==> config.mk <==
export PLATFORM = sky130hd
export DESIGN_NAME = rr_arbiter_2x4
export DESIGN_NICKNAME = d
export VERILOG_FILES = /design/src/rtl/rr_arbiter_2x4_pkg.sv /design/src/rtl/decoder_2x4_str.sv /design/src/rtl/rr_arbiter_2x4_pick.sv /design/src/rtl/rr_arbiter_2x4.sv
export SDC_FILE = /design/constraint.sdc
export NUM_CORES = 1
export LEC_CHECK = 0
export ABC_AREA = 1
export ABC_CLOCK_PERIOD_IN_PS = 2550
export BUFFER_PORTS_ARGS = -buffer_cell sky130_fd_sc_hd__buf_2
export CORE_AREA = 2 2 39 41
export CTS_CLUSTER_DIAMETER = 80
export DETAILED_ROUTE_END_ITERATION = 8
export DIE_AREA = 0 0 41 43
export PLACE_DENSITY = 0.69
export SETUP_SLACK_MARGIN = 0.15
export SLEW_MARGIN = 5
export SYNTH_ARGS = -nofsm -noshare
export SYNTH_HDL_FRONTEND = slang
export SYNTH_SLANG_ARGS = --single-unit
==> constraint.sdc <==
create_clock -name clk -period 2.55 [get_ports clk]
set_clock_uncertainty 0.2 [all_clocks]
set_input_delay 0.51 -clock clk [delete_from_list [all_inputs] [get_ports clk]]
set_output_delay 0.51 -clock clk [all_outputs]
set_load 0.1 [all_outputs]
==> src/rtl/rr_arbiter_2x4_pkg.sv <==
// Shared encodings and sizes for the 4-requester round-robin arbiter.
package rr_arbiter_2x4_pkg;

  localparam int ARB_N = 4;
  localparam int IDX_W = 2;

  typedef enum logic {
    ST_IDLE  = 1'b0,
    ST_GRANT = 1'b1
  } arb_state_t;

endpackage

==> src/rtl/decoder_2x4_str.sv <==
// Gate-level 2-to-4 decoder with enable; y[{a,b}] is set when en is high.
module decoder_2x4_str (
  input  logic       a,
  input  logic       b,
  input  logic       en,
  output logic [3:0] y
);

  logic a_n;
  logic b_n;

  not u_not_a (a_n, a);
  not u_not_b (b_n, b);

  and u_and0 (y[0], a_n, b_n, en);
  and u_and1 (y[1], a_n, b,   en);
  and u_and2 (y[2], a,   b_n, en);
  and u_and3 (y[3], a,   b,   en);

endmodule

==> src/rtl/rr_arbiter_2x4_pick.sv <==
// Round-robin picker: first requester after last_idx, wrapping mod 4.
module rr_pick4
  import rr_arbiter_2x4_pkg::*;
(
  input  logic [ARB_N-1:0] req,
  input  logic [IDX_W-1:0] last_idx,
  output logic [IDX_W-1:0] pick,
  output logic             any
);

  logic [IDX_W-1:0] cand;

  // Scan farthest to nearest so the nearest pending requester wins.
  always_comb begin
    pick = last_idx;
    cand = last_idx;
    for (int k = ARB_N; k >= 1; k--) begin
      cand = last_idx + IDX_W'(k);
      if (req[cand]) pick = cand;
    end
  end

  assign any = |req;

endmodule

==> src/rtl/rr_arbiter_2x4.sv <==
// Round-robin arbiter for 4 requesters with one-hot grant via a 2x4 decoder.
// Optional forced handoff after MAX_HOLD cycles when ARB_TIMEOUT_EN is defined.
module rr_arbiter_2x4
  import rr_arbiter_2x4_pkg::*;
#(
  parameter int unsigned MAX_HOLD = 8,
  parameter int unsigned CNT_W    = 8
) (
  input  logic             clk,
  input  logic             rst_n,
  input  logic [ARB_N-1:0] req,
  output logic [ARB_N-1:0] gnt,
  output logic [IDX_W-1:0] gnt_idx,
  output logic             gnt_valid
);

  if (MAX_HOLD < 2 || MAX_HOLD > 255 || (MAX_HOLD >> CNT_W) != 0) begin : g_bad_cfg
    $error("rr_arbiter_2x4: MAX_HOLD must be 2..255 and fit in CNT_W bits");
  end

  arb_state_t       state_q, state_d;
  logic [IDX_W-1:0] last_q, last_d;
  logic [IDX_W-1:0] idx_q, idx_d;
  logic             valid_q, valid_d;
  logic [ARB_N-1:0] owner_mask;
  logic [ARB_N-1:0] pick_req;
  logic [IDX_W-1:0] pick_last;
  logic [IDX_W-1:0] pick;
  logic             pick_any;
  logic             release_now;
`ifdef ARB_TIMEOUT_EN
  logic [CNT_W-1:0] hold_q, hold_d;
  logic             hold_expired;
`endif

  // While granting, the owner is masked so a handoff always moves on.
  assign owner_mask = ARB_N'(1) << idx_q;
  assign pick_req   = (state_q == ST_GRANT) ? (req & ~owner_mask) : req;
  assign pick_last  = (state_q == ST_GRANT) ? idx_q : last_q;

  rr_pick4 u_pick (
    .req      (pick_req),
    .last_idx (pick_last),
    .pick     (pick),
    .any      (pick_any)
  );

  always_comb begin
    state_d     = state_q;
    last_d      = last_q;
    idx_d       = idx_q;
    valid_d     = valid_q;
    release_now = 1'b0;
`ifdef ARB_TIMEOUT_EN
    hold_expired = (hold_q == CNT_W'(MAX_HOLD - 1));
`endif
    case (state_q)
      ST_IDLE: begin
        if (pick_any) begin
          state_d = ST_GRANT;
          idx_d   = pick;
          valid_d = 1'b1;
        end
      end
      ST_GRANT: begin
        release_now = !req[idx_q];
`ifdef ARB_TIMEOUT_EN
        if (hold_expired && pick_any) release_now = 1'b1;
`endif
        if (release_now) begin
          last_d = idx_q;
          if (pick_any) begin
            idx_d = pick;
          end else begin
            state_d = ST_IDLE;
            valid_d = 1'b0;
          end
        end
      end
    endcase
`ifdef ARB_TIMEOUT_EN
    // Counter only runs while the same owner keeps the grant.
    if (state_q == ST_GRANT && !release_now)
      hold_d = hold_expired ? '0 : hold_q + CNT_W'(1);
    else
      hold_d = '0;
`endif
  end

  always_ff @(posedge clk or negedge rst_n) begin
    if (!rst_n) begin
      state_q <= ST_IDLE;
      last_q  <= IDX_W'(ARB_N - 1);
      idx_q   <= '0;
      valid_q <= 1'b0;
    end else begin
      state_q <= state_d;
      last_q  <= last_d;
      idx_q   <= idx_d;
      valid_q <= valid_d;
    end
  end

`ifdef ARB_TIMEOUT_EN
  always_ff @(posedge clk or negedge rst_n) begin
    if (!rst_n) hold_q <= '0;
    else        hold_q <= hold_d;
  end
`endif

  decoder_2x4_str u_dec (
    .a  (idx_q[1]),
    .b  (idx_q[0]),
    .en (valid_q),
    .y  (gnt)
  );

  assign gnt_idx   = idx_q;
  assign gnt_valid = valid_q;

endmodule

==> impl_results.md <==
- Status: complete, no violations
- Seq/Total Area, Yosys: 24.75%
- Clock tree from TritonCTS: yes
- Top cells by count, synth: nand2_1, inv_1, nor2_1
- Number of enable flip-flop cells after synthesis: 0
- Overall routed net length: 1484 microns
- Initial detailed-routing violation count: 22
- Arr. time, crit path: 1.57 ns
- Max-slew headroom: 67.26%
- Gpl congestion: 0.8177
- Layout area overhead: 22.52%
- Antenna cells: 0
- Highest Clock Rate: 439.3 MHz
- Worst min-delay path class: reg -> reg
- Cell Chain, Critical Path: inv_1, nor3_4, clkbuf_4
- Final #Nets: 125
- First-pass GRT wire length: 2380 microns
- Via count: 691
- Crit path time final: 2.277 ns
- Die H: 43 microns
- Clock buffer depth: 2
- Root Buffer: clkbuf_4
- Initial Util: 44.58%
- # DRC: 0
- WL/cell: 11.07 microns
- Max-Cap Viols: 0
- CTS clock-pin slew for the worst setup and hold paths: 0.05 ns
- GR Overflow Total: 0
- Total negative setup slack: 0 ns
- Top sig layer: met3
- Top_reg_cell synth: dfrtp_1
- FP Rows: 14
- Pre-CTS setup slack: 0.4228 ns
- Endpoints failing setup: 0
- Crit-path max cell delay: 0.55 ns
- Synth top area cells: nand2_1, dfrtp_1, inv_1, dfstp_2, nand3_1
- Tightest Pin Transition: 0.4945 ns
- Post-Synthesis Cells: 105
- Synth warnings: 0
- Yosys top cell by area: nand2_1
- Mean Syn Cell Area: 5.875 sq um
- CP Capture Type: output port
- Routed met3 length: 90 microns
- Sink Count: 6
- Asr flop ratio synth: 100.0%
- Core ar.: 1384 sq um
- Port-buffer cells: 12
- Final count of pins violating max slew: 0
- Largest net degree at the start of global routing: 11
- Setup ws final: 0.2734 ns
- Met1 wire length: 665 microns
- Synthesis-stage register bit count: 6
- Post-layout util: 54.61%
- Die width: 41 microns
- Die area: 1763 sq um
- Skew-Pair Late Insertion Delay: 0.25 ns
- Total GRT Usage: 19.70%
- Slowest CP cell: dfrtp_1
- Final hold violations: 0
- Post-DP Area: 711.9 sq um
- Syn Std Cell Area: 616.8 sq um
- Share of cells above drive strength 1: 32.20%
- Pre-Repair DR Iteration Count: 4
- Vias in the first global route: 572
- Number of library cell types mapped by synthesis: 19
- Met2 routed WL: 728 microns
- Crit path launch type: register
- Most frequent cell after synthesis: nand2_1
- Initial antenna violation count: 0
- DP Wirelength: 1115 microns
- Yosys top cell area share: 18.86%
- CTS Buf Count: 3
- Post-route cell area: 755.7 sq um
- Drt via density: 5.157
- CP max FO: 8
- H-tree levels: 1
- Unrepaired setup endpoints after global routing: false
- Final period util: 89.28%
- Worst setup path class: reg -> out
- Critical Path RT: 1.84 ns
- IO Count: 13
- Post-route ant nets: 0
- Syn Nets: 111
## cells by family (layout without fill, tap and decap cells)
family | after synthesis | in the layout | synth area share, %
DFF | 6 | 6 | 24.75
and+or+nand+nor | 60 | 60 | 43.41
AOI/OAI and AO/OA | 15 | 15 | 14.20
buffers and inverters | 24 | 37 | 17.65
## critical path: cells and delay by family, from the launching register on
kind | cells | cell delay [ns]
buffers and inverters | 2 | 0.58
and+or+nand+nor | 1 | 0.19
DFF | 1 | 0.55
## repair_timing
action | in CTS | in global routing
pin swaps | 0 | 0
hold buffers | 1 | 0
gates cloned | 0 | 0
setup endpoints to repair | 1 | 2
buffers inserted | 0 | 0
gates resized for setup | 1 | 2
hold endpoints to repair | 4 | 0
## worst paths after layout
path                                   startpoint                     end  slack (ns)  depth (start not counted)
max                        gnt_idx[1]$_DFFE_PN0P_                  gnt[3]        0.27                          3
min                         last_q[1]$_DFFE_PN1P_   last_q[1]$_DFFE_PN1P_        0.29                          2
max reg2reg                gnt_idx[0]$_DFFE_PN0P_  gnt_idx[0]$_DFFE_PN0P_        0.58                         11
min reg2reg                 last_q[1]$_DFFE_PN1P_   last_q[1]$_DFFE_PN1P_        0.29                          2
max in group asynchronous                   rst_n   last_q[1]$_DFFE_PN1P_        1.52                          2
min in group asynchronous                   rst_n  gnt_idx[1]$_DFFE_PN0P_        0.41                          2
## sequential cells by signal, summed over array words and instances (netlist names)
register and flops:
gnt_idx 2, gnt_valid 1, last_q 2, state_q 1
## per-stage QoR
stage / hold WS (ns) / std cells
floorplan: 0.01441 / 105
global placement: 0.1365 / 129
detailed placement: 0.1398 / 129
CTS: 0.2955 / 134
global route: 0.3135 / 134
finish: 0.2874 / 134
## placed cells by master, fill, tap and decap left out, types with 2 or more instances in the layout
cell type  Yosys  final
clkbuf_4       0      5
dfstp_2        2      2
nor2_1         8      8
a21oi_1        5      5
inv_1         15     15
o21ai_2        3      3
o21ai_0        4      4
nand2_2        5      5
nor3_4         0      4
nor2_2         2      2
nand2_1       31     31
dfrtp_1        4      3
o21ai_1        2      2
inv_2          5      5
nand3_1        7      7
buf_2          0      9
## routing by layer
layer  up-vias  track usage, %
met2        25           30.31
met3         0           7.853
li1        350               -
met5         -               0
met4         0           4.000
met1       316           25.25
## final cells by class
type,instances,area [sq um]
inverter,20,75.07
clock buffer,4,26.28
timing repair buffer,13,77.57
fill,150,628.1
tap,16,20.02
sequential,6,156.4
multi-input combinational,75,400.4
Power is left out: the tool's default activity adds up to more than one toggle a clock period on the data nets, which glitch-free logic cannot reach.
